## src/rtl/rpn_pkg.sv

```systemverilog
// Shared opcodes, error codes and FSM state type for the RPN sequencer.
package rpn_pkg;

  localparam logic [3:0] OP_ADD = 4'b0001;
  localparam logic [3:0] OP_SUB = 4'b0010;
  localparam logic [3:0] OP_MUL = 4'b0100;
  localparam logic [3:0] OP_DIV = 4'b1000;

  localparam logic [2:0] ERR_NONE  = 3'd0;
  localparam logic [2:0] ERR_OVF   = 3'd1;
  localparam logic [2:0] ERR_UNF   = 3'd2;
  localparam logic [2:0] ERR_BADOP = 3'd3;
  localparam logic [2:0] ERR_DIV0  = 3'd4;

  typedef enum logic [1:0] {
    S_IDLE,
    S_EXEC,
    S_ERR
  } state_t;

  function automatic logic op_valid(input logic [3:0] op);
    return op inside {OP_ADD, OP_SUB, OP_MUL, OP_DIV};
  endfunction

endpackage

```

## src/rtl/rpn_stack.sv

```systemverilog
// Operand register stack: push, replace-second-and-pop, clear.
module rpn_stack #(
  parameter int DATA_W = 32,
  parameter int DEPTH  = 8,
  localparam int CW    = $clog2(DEPTH + 1),
  localparam int IW    = $clog2(DEPTH)
) (
  input  logic              clk,
  input  logic              rst,
  input  logic              clr,
  input  logic              push,
  input  logic [DATA_W-1:0] push_data,
  input  logic              pop_replace,
  input  logic [DATA_W-1:0] replace_data,
  output logic [CW-1:0]     count,
  output logic [DATA_W-1:0] top,
  output logic [DATA_W-1:0] second
);

  logic [DATA_W-1:0] mem [DEPTH];
  logic [CW-1:0]     top_idx;
  logic [CW-1:0]     sec_idx;

  assign top_idx = count - CW'(1);
  assign sec_idx = count - CW'(2);

  assign top = (count == '0) ? '0
             : mem[top_idx[IW-1:0]];
  assign second = (count < CW'(2)) ? '0
                : mem[sec_idx[IW-1:0]];

  // Contents are don't-care after reset, so the array carries no reset.
  always_ff @(posedge clk) begin
    if (!clr) begin
      if (push)
        mem[count[IW-1:0]] <= push_data;
      else if (pop_replace)
        mem[sec_idx[IW-1:0]] <= replace_data;
    end
  end

  always_ff @(posedge clk or posedge rst) begin
    if (rst)
      count <= '0;
    else if (clr)
      count <= '0;
    else if (push)
      count <= count + CW'(1);
    else if (pop_replace)
      count <= count - CW'(1);
  end

endmodule

```

## src/rtl/rpn_sequencer.sv

```systemverilog
// RPN token sequencer driving an external combinational ALU.
// Define RPN_DIV0_TRAP_EN to reject divide-by-zero with err_code 4.
module rpn_sequencer
  import rpn_pkg::*;
#(
  parameter int DATA_W = 32,
  parameter int DEPTH  = 8,
  localparam int CW    = $clog2(DEPTH + 1)
) (
  input  logic              clk,
  input  logic              rst,
  input  logic              clr,
  input  logic              in_valid,
  output logic              in_ready,
  input  logic              in_is_op,
  input  logic [DATA_W-1:0] in_data,
  output logic [DATA_W-1:0] alu_a,
  output logic [DATA_W-1:0] alu_b,
  output logic [3:0]        alu_op,
  input  logic [DATA_W-1:0] alu_y,
  output logic [DATA_W-1:0] top,
  output logic [CW-1:0]     count,
  output logic              busy,
  output logic              err,
  output logic [2:0]        err_code
);

  state_t            state;
  state_t            state_n;
  logic [DATA_W-1:0] a_n;
  logic [DATA_W-1:0] b_n;
  logic [3:0]        op_n;
  logic [2:0]        code_n;
  logic              push;
  logic              pop_replace;
  logic [DATA_W-1:0] second;
  logic [3:0]        tok_op;
  logic              div0;

  assign tok_op = in_data[3:0];
  assign err    = (err_code != ERR_NONE);

`ifdef RPN_DIV0_TRAP_EN
  assign div0 = (tok_op == OP_DIV) && (top == '0);
`else
  assign div0 = 1'b0;
`endif

  rpn_stack #(
    .DATA_W(DATA_W),
    .DEPTH (DEPTH)
  ) u_stack (
    .clk         (clk),
    .rst         (rst),
    .clr         (clr),
    .push        (push),
    .push_data   (in_data),
    .pop_replace (pop_replace),
    .replace_data(alu_y),
    .count       (count),
    .top         (top),
    .second      (second)
  );

  always_comb begin
    state_n     = state;
    a_n         = alu_a;
    b_n         = alu_b;
    op_n        = alu_op;
    code_n      = err_code;
    push        = 1'b0;
    pop_replace = 1'b0;
    in_ready    = 1'b0;
    busy        = 1'b0;
    case (state)
      S_IDLE: begin
        in_ready = 1'b1;
        op_n     = '0;
        if (in_valid && !in_is_op) begin
          if (count < CW'(DEPTH)) begin
            push = 1'b1;
          end else begin
            code_n  = ERR_OVF;
            state_n = S_ERR;
          end
        end else if (in_valid) begin
          if (!op_valid(tok_op)) begin
            code_n  = ERR_BADOP;
            state_n = S_ERR;
          end else if (count < CW'(2)) begin
            code_n  = ERR_UNF;
            state_n = S_ERR;
          end else if (div0) begin
            code_n  = ERR_DIV0;
            state_n = S_ERR;
          end else begin
            a_n     = second;
            b_n     = top;
            op_n    = tok_op;
            state_n = S_EXEC;
          end
        end
      end
      S_EXEC: begin
        busy        = 1'b1;
        pop_replace = 1'b1;
        op_n        = '0;
        state_n     = S_IDLE;
      end
      S_ERR: ;
      default: state_n = S_IDLE;
    endcase
  end

  always_ff @(posedge clk or posedge rst) begin
    if (rst) begin
      state    <= S_IDLE;
      alu_a    <= '0;
      alu_b    <= '0;
      alu_op   <= '0;
      err_code <= ERR_NONE;
    end else if (clr) begin
      state    <= S_IDLE;
      alu_a    <= '0;
      alu_b    <= '0;
      alu_op   <= '0;
      err_code <= ERR_NONE;
    end else begin
      state    <= state_n;
      alu_a    <= a_n;
      alu_b    <= b_n;
      alu_op   <= op_n;
      err_code <= code_n;
    end
  end

endmodule

```

## config.mk

```make
export PLATFORM = sky130hd
export DESIGN_NAME = rpn_sequencer
export DESIGN_NICKNAME = d
export VERILOG_FILES = /design/src/rtl/rpn_pkg.sv /design/src/rtl/rpn_stack.sv /design/src/rtl/rpn_sequencer.sv
export SDC_FILE = /design/constraint.sdc
export NUM_CORES = 1
export LEC_CHECK = 0
export ABC_AREA = 1
export BUFFER_PORTS_ARGS = -buffer_cell sky130_fd_sc_hd__clkbuf_2
export CAP_MARGIN = 20
export CORE_ASPECT_RATIO = 1.2
export CORE_MARGIN = 2
export CORE_UTILIZATION = 41
export DETAILED_ROUTE_END_ITERATION = 12
export PLACE_DENSITY = 0.65
export SETUP_SLACK_MARGIN = 0.15
export SLEW_MARGIN = 10
export SYNTH_ARGS = -nofsm -noshare
export SYNTH_HDL_FRONTEND = slang
export SYNTH_SLANG_ARGS = --single-unit
```

## constraint.sdc

```tcl
create_clock -name clk -period 3.9 [get_ports clk]
set_clock_uncertainty 0.05 [all_clocks]
set_input_delay 0.39 -clock clk [delete_from_list [all_inputs] [get_ports clk]]
set_output_delay 0.39 -clock clk [all_outputs]
set_load 0.02 [all_outputs]
```

==> flow_metrics.env, run 1 <==
export IMPL_htreeDepth=2
export IMPL_grt_start_max_net_pins=162
export IMPL_arrival_ns=3.13
export IMPL_r2r_start="state[1]$_DFFE_PP0P_"
export IMPL_whs_ns=0.05932
export IMPL_drc=0
export IMPL_fin_nets=2217
export IMPL_crit_path_end_kind="output pin"
export IMPL_syn_num_nets=2092
export IMPL_cts_tree="yes"
export IMPL_path_max_fanout=43
export IMPL_p_leak_nw=9.188
export IMPL_synth_cells=2018
export IMPL_min_path_type="primary input to register"
export IMPL_ys_seq_area_share_pct=56.01
export IMPL_cpPeakStageDelay_ns=0.64
export IMPL_grt_pass1_vias=13205
export IMPL_insertion_delay_ns=0.53
export IMPL_seq_area_um2=9594
export IMPL_netlist_area_um2=17120
export IMPL_synth_main_ff_cell="edfxtp_1"
export IMPL_cts_buffer_depth=3
export IMPL_ys_seq_elements=332
export IMPL_cap_violations=0
export IMPL_num_vias=13705
export IMPL_tightest_slew_ns=1.027
export IMPL_ios=179
export IMPL_synth_area_per_cell_um2=8.484
export IMPL_grt_usage_pct=20.97
export IMPL_fillCellCount=3901
export IMPL_drt_iter0_markers=1016
export IMPL_die_area_um2=43410
export IMPL_antenna_cells=0
export IMPL_ir_worst_vdd_uv=343.2
export IMPL_max_slew_margin_pct=31.27
export IMPL_wl_per_cell_um=16.82
export IMPL_grt_pass1_wl_um=71450
export IMPL_power_density_nw_per_um2=599.5
export IMPL_cts_root_buf="clkbuf_16"
export IMPL_syn_to_final_growth_pct=14.96
export IMPL_cp_top_family="buffers and inverters"
export IMPL_cp_common_cell="nand3_1"
export IMPL_cts_sinks=332
export IMPL_chipWidth_um=190.5
export IMPL_crit_required_ns=3.46
export IMPL_grt_setup_unrepaired="no"
export IMPL_async_flop_share_pct=22.89
export IMPL_vias_per_cell=5.048
export IMPL_tns_ns=0
export IMPL_start_util_pct=41.30
export IMPL_grt_overflow=0
export IMPL_hpwlAfterDp_um=27730
export IMPL_synth_edff_count=256
export IMPL_synth_cell_types=28
export IMPL_drive_gt1_share_pct=14.43
export IMPL_path_class="register to output pin"
export IMPL_cp_startpoint="u_stack.count[0]$_DFFE_PP0P_"
export IMPL_slowest_stage="dfrtp_4"
export IMPL_setup_viol=0
export IMPL_finalWirelength_um=45680
export IMPL_synth_warnings=0
export IMPL_io_buffers=177
export IMPL_fmax_mhz=279.8
export IMPL_status="finished, final reports clean"
export IMPL_crit_buf_inv=4
export IMPL_worstHoldStart="in_data[3]"
export IMPL_setup_worst_path_start_class="register"
export IMPL_core_um2=41450
export IMPL_die_h_um=227.8
export IMPL_gp_congestion=0.8180
export IMPL_first_pass_iters=5
export IMPL_min_period_over_period_pct=91.63
export IMPL_crit_chain="inv_4, ha_2, inv_2, buf_12, nand3_1, nand3_1, nand2_1, nor2_1, clkbuf_2"
export IMPL_multiInputGateArea_um2=5977
export IMPL_postRouteAntennaNets=0
export IMPL_numCtsBuffers=35
export IMPL_path_clk_slew_ns=0.06
export IMPL_hold_viol_final=0
export IMPL_rows=82
export IMPL_period_needed_ns=3.573
export IMPL_antenna_found_initial=0
export IMPL_report_final_slew_viol_count=0
flip-flops by register name (all words and copies together), names as in the netlist:
signal         count
alu_a             32
err_code           2
alu_op             4
u_stack.mem      256
state              2
u_stack.count      4
alu_b             32
cell families (layout without fill, tap and decap cells):
logic type / count (synthesis) / in the layout / synth area share, %
fa+ha+maj: 5 / 5 / 0.3654
other cells: 1 / 1 / 0.02190
mux: 30 / 30 / 1.973
flops: 332 / 332 / 56.01
simple gates: 1110 / 1110 / 25.99
compound gates: 138 / 138 / 5.905
xor+xnor: 4 / 4 / 0.2047
buf+inv: 398 / 549 / 9.530
where the power goes:
part,switching [mW],internal (mW)
Sequential,0.110,3.98
Clock,1.36,1.96
Combinational,3.13,1.26
stage by stage:
stage	worst slack [ns]	power [mW]	utilization (%)	cell area [um^2]	cells
6_report	0.3266	11.80	47.48	19680	2715
4_1_cts	0.1659	11.88	47.44	19660	2715
5_1_grt	0.1592	12.44	47.48	19680	2715
3_5_place_dp	0.6889	8.543	44.70	18530	2651
2_1_floorplan	0.3474	7.155	-	17120	2018
3_3_place_gp	0.7553	8.486	44.70	18530	2651
cells in the mapped netlist, types with 2 or more instances:
cell type	number	area share (%)
a21oi_1	4	0.12
buf_1	9	0.20
buf_2	80	2.3
buf_4	2	0.088
buf_6	4	0.26
clkbuf_1	26	0.57
dfrtp_1	76	11
edfxtp_1	256	45
ha_1	5	0.37
inv_1	274	6.0
inv_2	3	0.066
mux2_1	16	1.1
mux2_2	14	0.92
nand2_1	848	19
nand3_1	165	4.8
nand4_1	5	0.18
nor2_1	68	1.5
nor2_2	20	0.73
o211ai_1	128	5.6
o21ai_0	3	0.088
o21ai_1	3	0.088
xnor2_1	2	0.10
xor2_1	2	0.10
final cells by class:
type                       count  area share (%)
clock buffer                  49           4.768
clock inverter                14          0.9409
inverter                     277           5.302
multi-input combinational   1288           30.37
sequential                   332           48.75
tap                          546           3.471
timing repair buffer         209           6.402
tightest hold or removal path, stage by stage:
cell      delay, ns
clkbuf_2       0.11
nand2_1        0.05
nand2_1        0.05
final timing paths:
| check | end | slack, ns | depth (start not counted) |
|---|---|---|---|
| min in group asynchronous | alu_a[8]$_DFFE_PP0P_ | 0.35 | 3 |
| max in group asynchronous | alu_a[22]$_DFFE_PP0P_ | 2.68 | 4 |
| hold / removal | alu_op[3]$_DFFE_PP0P_ | 0.06 | 3 |
| setup reg to reg | u_stack.mem[6][10]$_DFFE_PP_ | 0.77 | 6 |
| setup / recovery | top[4] | 0.33 | 9 |
| hold reg to reg | alu_b[3]$_DFFE_PP0P_ | 0.43 | 2 |
routing by layer:
layer	up-vias	GRT usage (%)	wire length, um
met5	-	0	0
met4	0	6.395	867
met2	481	36.14	22430
met3	61	2.969	3054
met1	6465	27.25	19330
li1	6698	-	-
cell usage in the layout, fill, tap and decap left out, drive strengths merged:
| cell | instances |
|---|---|
| a21oi | 4 |
| buf | 31 |
| bufinv | 4 |
| clkbuf | 226 |
| clkinv | 8 |
| conb | 1 |
| dfrtp | 76 |
| dlygate4sd3 | 1 |
| edfxtp | 256 |
| ha | 5 |
| inv | 279 |
| mux2 | 30 |
| nand2 | 849 |
| nand3 | 165 |
| nand4 | 5 |
| nor2 | 89 |
| nor3 | 1 |
| o211ai | 128 |
| o21ai | 6 |
| or2 | 1 |
| xnor2 | 2 |
| xor2 | 2 |
repair_timing:
| item | CTS | global route |
|---|---|---|
| hold endpoints to repair | 23 | 0 |
| endpoints found under the setup margin | 0 | 18 |
| setup buffers | 0 | 0 |
| gates resized for setup | 0 | 5 |
| hold buffers | 1 | 0 |
No activity file was read; power rests on OpenSTA's default activity.
==> run 2, diff against run 1 <==
==> constraint.sdc (replaced) <==
create_clock -name clk -period 3.9 [get_ports clk]
set_clock_uncertainty 0.05 [all_clocks]
set_input_delay 0.39 -clock clk [delete_from_list [all_inputs] [get_ports clk]]
set_output_delay 0.39 -clock clk [all_outputs]
set_load 0.1 [all_outputs]
==> run 2 against run 1 <==
Against the previous run: fmax fell by 2.7%; largest cell class unchanged; via count rose by 0.52%; sequential cell count did not move; sequential share of layout area fell by 1.4 points; die area did not move; critical path depth fell by 1; power rose by 28%; non-clock buffer count rose by 4; combinational power rose by 79%.
==> flow_metrics.env, run 2 (synthesis results as in run 1) <==
export IMPL_vias_per_cell=5.068
export IMPL_worstHoldStart="in_data[3]"
export IMPL_finalWirelength_um=45930
export IMPL_tns_ns=0
export IMPL_start_util_pct=41.30
export IMPL_syn_to_final_growth_pct=18.39
export IMPL_fin_area_um2=20270
export IMPL_drive_gt1_share_pct=15.61
export IMPL_rows=82
export IMPL_wl_per_cell_um=16.90
export IMPL_fin_nets=2222
export IMPL_antenna_cells=0
export IMPL_path_max_fanout=239
export IMPL_cts_post_setup_buffers_inserted=0
export IMPL_insertion_delay_ns=0.53
export IMPL_ios=179
export IMPL_largest_reg_flops=256
export IMPL_rrSetupSlack_ns=0.83
export IMPL_drt_iter0_markers=1071
export IMPL_cap_violations=0
export IMPL_r2r_start="state[1]$_DFFE_PP0P_"
export IMPL_chipWidth_um=190.5
export IMPL_grt_usage_pct=21.11
export IMPL_cts_sinks=332
export IMPL_tightest_slew_ns=1.119
export IMPL_cts_tree="yes"
export IMPL_hold_viol_final=0
export IMPL_path_depth=8
export IMPL_crit_path_end_kind="output pin"
export IMPL_die_area_um2=43410
export IMPL_gp_congestion=0.8006
export IMPL_layout_common_cells="nand2_1 (846), inv_1 (270), edfxtp_1 (256), nand3_1 (165), clkbuf_2 (145)"
export IMPL_die_h_um=227.8
export IMPL_postRouteAntennaNets=0
export IMPL_cpPeakStageDelay_ns=0.66
export IMPL_crit_chain="buf_12, buf_4, nand2_1, nand3_1, nand2_1, nor2_1, nor2_4, buf_12"
export IMPL_setup_worst_path_start_class="register"
export IMPL_arrival_ns=3.23
export IMPL_power_density_nw_per_um2=747.1
export IMPL_setup_viol=0
export IMPL_min_to="alu_op[3]$_DFFE_PP0P_"
export IMPL_min_path_type="primary input to register"
export IMPL_cp_top_family="buffers and inverters"
export IMPL_ir_worst_vdd_uv=712.1
export IMPL_grt_pass1_vias=13518
export IMPL_grt_setup_unrepaired="no"
export IMPL_r2r_end="u_stack.mem[0][21]$_DFFE_PP_"
export IMPL_first_pass_iters=5
export IMPL_max_slew_margin_pct=25.43
export IMPL_htreeDepth=2
export IMPL_numCtsBuffers=36
export IMPL_dpl_cell_area_um2=19150
export IMPL_fillCellCount=3848
export IMPL_crit_required_ns=3.46
export IMPL_grt_start_max_net_pins=240
export IMPL_period_needed_ns=3.672
export IMPL_min_period_over_period_pct=94.14
export IMPL_core_um2=41450
export IMPL_cts_root_buf="clkbuf_16"
export IMPL_fmax_mhz=272.4
export IMPL_path_class="register to output pin"
export IMPL_path_clk_slew_ns=0.06
export IMPL_drc=0
export IMPL_slowest_stage="buf_4"
export IMPL_hpwlAfterDp_um=28440
export IMPL_report_final_slew_viol_count=0
export IMPL_r2r_cells=6
export IMPL_cp_startpoint="u_stack.count[0]$_DFFE_PP0P_"
export IMPL_p_leak_nw=9.340
export IMPL_io_buffers=177
export IMPL_antenna_found_initial=0
export IMPL_num_vias=13776
export IMPL_grt_pass1_wl_um=72150
export IMPL_layout_commonest_cell="nand2_1"
export IMPL_cts_buffer_depth=3
export IMPL_whs_path_depth=3
export IMPL_crit_buf_inv=3
export IMPL_grt_overflow=0
export IMPL_status="finished, final reports clean"
export IMPL_whs_ns=0.07575
-- run 2: changes by cell type in the layout (fill, tap and decap cells not counted), sizes merged --
cell      delta
inv          -3
clkinvlp     +4
clkinv       +7
bufinv       -3
buf         +36
clkbuf      -38
-- run 2: what timing repair did --
action / CTS / global route
resized for setup: 0 / 2
hold endpoints to repair: 14 / 0
hold buffers: 1 / 0
endpoints found under the setup margin: 0 / 18
-- run 2: layer usage --
layer  global-route usage (%)  wire (um)  vias to the layer above
li1                         -          -                     6710
met4                    7.316       1276                        0
met5                        0          0                        -
met2                    36.15      22370                      445
met1                    26.82      19310                     6541
met3                    3.692       2976                       80
-- run 2: worst reg2reg max path, stage by stage (launching register included) --
cell	delay (ns)
dfrtp_1	0.42
nor2_2	0.22
nand2_2	0.40
o21ai_1	0.43
nand2_1	0.36
nor2_4	0.61
buf_12	0.26
-- run 2: worst max-delay path by stage --
stage	end
6_report	top[8]
3_3_place_gp	top[4]
4_1_cts	top[7]
5_1_grt	top[6]
2_1_floorplan	top[27]
3_5_place_dp	u_stack.mem[0][21]$_DFFE_PP_
-- run 2: where the power goes --
group | internal, mW | total [mW] | switching (mW)
clock | 1.84 | 3.24 | 1.40
sequential | 3.98 | 4.07 | 0.0894
combinational | 2.16 | 7.84 | 5.68
-- run 2: cell type report --
type,instances,area [um^2],share of cell area (%)
clock buffer,43,968.4,4.778
clock inverter,19,135.1,0.6667
inverter,277,1044,5.148
multi-input combinational,1288,6120,30.19
sequential,332,9594,47.33
tap,546,683.2,3.370
timing repair buffer,213,1725,8.512
-- run 2: metrics by stage --
stage | total power [mW] | util (%) | setup slack (ns) | cells
2_1_floorplan | 9.597 | - | 0.1526 | 2018
3_3_place_gp | 11.91 | 46.17 | 0.7978 | 2654
3_5_place_dp | 11.98 | 46.20 | 0.7725 | 2655
4_1_cts | 15.23 | 48.88 | 0.2551 | 2718
5_1_grt | 15.79 | 48.90 | 0.1559 | 2718
6_report | 15.14 | 48.90 | 0.2284 | 2718
==> run 3, diff against run 2 <==
--- a/config.mk
+++ b/config.mk
@@ -10,9 +10,9 @@
 export CAP_MARGIN = 20
 export CORE_ASPECT_RATIO = 1.2
 export CORE_MARGIN = 2
-export CORE_UTILIZATION = 41
+export CORE_UTILIZATION = 25
 export DETAILED_ROUTE_END_ITERATION = 12
-export PLACE_DENSITY = 0.65
+export PLACE_DENSITY = 0.46
 export SETUP_SLACK_MARGIN = 0.15
 export SLEW_MARGIN = 10
 export SYNTH_ARGS = -nofsm -noshare
==> run 3 against run 2 <==
Against the previous run: via count is essentially flat; largest cell class unchanged; power up 4.2%; sequential cell count unchanged; sequential power is essentially flat; routed wire length grew 17%.
==> flow_metrics.env, run 3 (synthesis results as in run 1) <==
export IMPL_postRouteAntennaNets=0
export IMPL_num_vias=13770
export IMPL_max_slew_margin_pct=26.13
export IMPL_stdcell_count=3095
export IMPL_first_pass_iters=6
export IMPL_post_cts_resized=0
export IMPL_core_um2=68050
export IMPL_layout_common_cells="nand2_1 (846), inv_1 (270), edfxtp_1 (256), nand3_1 (165), clkbuf_2 (145)"
export IMPL_power_density_nw_per_um2=755.9
export IMPL_setup_worst_path_start_class="register"
export IMPL_tns_ns=0
export IMPL_path_class="register to output pin"
export IMPL_die_area_um2=70600
export IMPL_cap_violations=0
export IMPL_cts_buffer_depth=3
export IMPL_start_util_pct=25.16
export IMPL_p_total_mw=15.78
export IMPL_status="finished, final reports clean"
export IMPL_period_needed_ns=3.550
export IMPL_hold_viol_final=0
export IMPL_setup_viol=0
export IMPL_cts_sinks=332
export IMPL_die_h_um=290.7
export IMPL_layout_commonest_cell="nand2_1"
export IMPL_antenna_found_initial=1
export IMPL_wl_per_cell_um=17.31
export IMPL_grt_start_max_net_pins=194
export IMPL_grt_overflow=0
export IMPL_fin_nets=2226
export IMPL_tightest_slew_ns=1.104
export IMPL_finalWirelength_um=53570
export IMPL_drc=0
export IMPL_path_clk_slew_ns=0.06
export IMPL_io_buffers=177
export IMPL_placedCellCount=3017
export IMPL_largest_reg_flops=256
export IMPL_min_path_type="primary input to register"
export IMPL_htreeDepth=2
export IMPL_insertion_delay_ns=0.57
export IMPL_vias_per_cell=4.449
export IMPL_grt_pass1_wl_um=81430
export IMPL_path_max_fanout=46
export IMPL_p_leak_nw=9.427
export IMPL_report_final_slew_viol_count=0
export IMPL_crit_required_ns=3.46
export IMPL_final_core_util_pct=30.69
export IMPL_hpwlAfterDp_um=32510
export IMPL_grt_setup_unrepaired="no"
export IMPL_rows=105
export IMPL_cts_tree="yes"
export IMPL_cts_root_buf="clkbuf_16"
export IMPL_drt_iter0_markers=931
export IMPL_min_period_over_period_pct=91.02
export IMPL_crit_path_end_kind="output pin"
export IMPL_drive_gt1_share_pct=15.61
export IMPL_grt_usage_pct=15.02
export IMPL_ir_worst_vdd_uv=520.8
export IMPL_arrival_ns=3.11
export IMPL_grt_pass1_vias=13467
export IMPL_chipWidth_um=242.9
export IMPL_numCtsBuffers=41
export IMPL_gp_congestion=0.8098
export IMPL_fmax_mhz=281.7
export IMPL_syn_to_final_growth_pct=21.98
export IMPL_ios=179
==> run 3: cell count changes in the layout (fill, tap and decap cells not counted), moves of 2 or more <==
cell / delta
inv_6: +2
buf_4: +3
clkinv_4: -3
clkbuf_8: -2
clkbuf_16: +6
clkinv_1: +9
buf_6: -3
clkbuf_1: +2
==> run 3: what timing repair did <==
action                                  in CTS  in global routing
hold buffers                                 1                  0
setup buffers                                0                  0
endpoints found under the hold margin       51                  0
endpoints found under the setup margin       0                  0
==> run 3: area by class of cell <==
cell class              instances  area (um^2)
flip-flops and latches        332         9597
well taps                     909         1137
diodes                          1        2.502
fillers                      7183        47170
repair buffers                212         1694
clock inverters                27        182.7
clock buffers                  49         1099
multi-input cells            1288         6125
inverters                     277         1046
==> run 3: worst max-delay path, stage by stage (launching register included) <==
cell,delay [ns]
dfrtp_4,0.45
clkinv_2,0.12
ha_4,0.49
buf_4,0.63
nand3_1,0.14
nand3_1,0.11
nand2_1,0.07
nor2_2,0.31
buf_12,0.22
==> run 3: metrics by stage <==
stage               area (um^2)  setup WS [ns]  hold WS [ns]
CTS                       20880         0.2844      0.007240
finish                    20880         0.3501       0.04623
detailed placement        19590         0.7772        0.4151
global placement          19590         0.8455        0.4150
global route              20880         0.1975       0.03909
floorplan                 17270         0.1526        0.4496
==> run 3: power breakdown <==
part | leakage (nW) | internal (mW) | switching (mW)
Combinational | 5.46 | 2.17 | 5.82
Sequential | 3.35 | 3.98 | 0.0962
Clock | 0.620 | 2.14 | 1.57
Total | 9.43 | 8.29 | 7.49
==> run 3: path summary, 6_finish.rpt <==
path	from	to	slack, ns	cells after the start
worst max-delay path	u_stack.count[1]$_DFFE_PP0P_	top[19]	0.35	8
worst min-delay path	in_data[3]	alu_op[3]$_DFFE_PP0P_	0.05	3
worst max register to register	state[1]$_DFFE_PP0P_	u_stack.mem[3][29]$_DFFE_PP_	0.89	6
worst min register to register	alu_b[20]$_DFFE_PP0P_	alu_b[20]$_DFFE_PP0P_	0.43	2
max in group asynchronous	rst	alu_a[24]$_DFFE_PP0P_	2.44	4
min in group asynchronous	rst	alu_b[5]$_DFFE_PP0P_	0.45	3
==> run 3: metal layers <==
metal | up-vias | GRT usage, % | share of wire (%) | wire [um]
li1 | 6730 | - | - | -
met1 | 6596 | 19.66 | 45 | 24090
met2 | 358 | 25.32 | 47 | 25410
met3 | 86 | 2.447 | 5.1 | 2712
met4 | 0 | 4.713 | 2.5 | 1362
met5 | - | 0 | 0 | 0
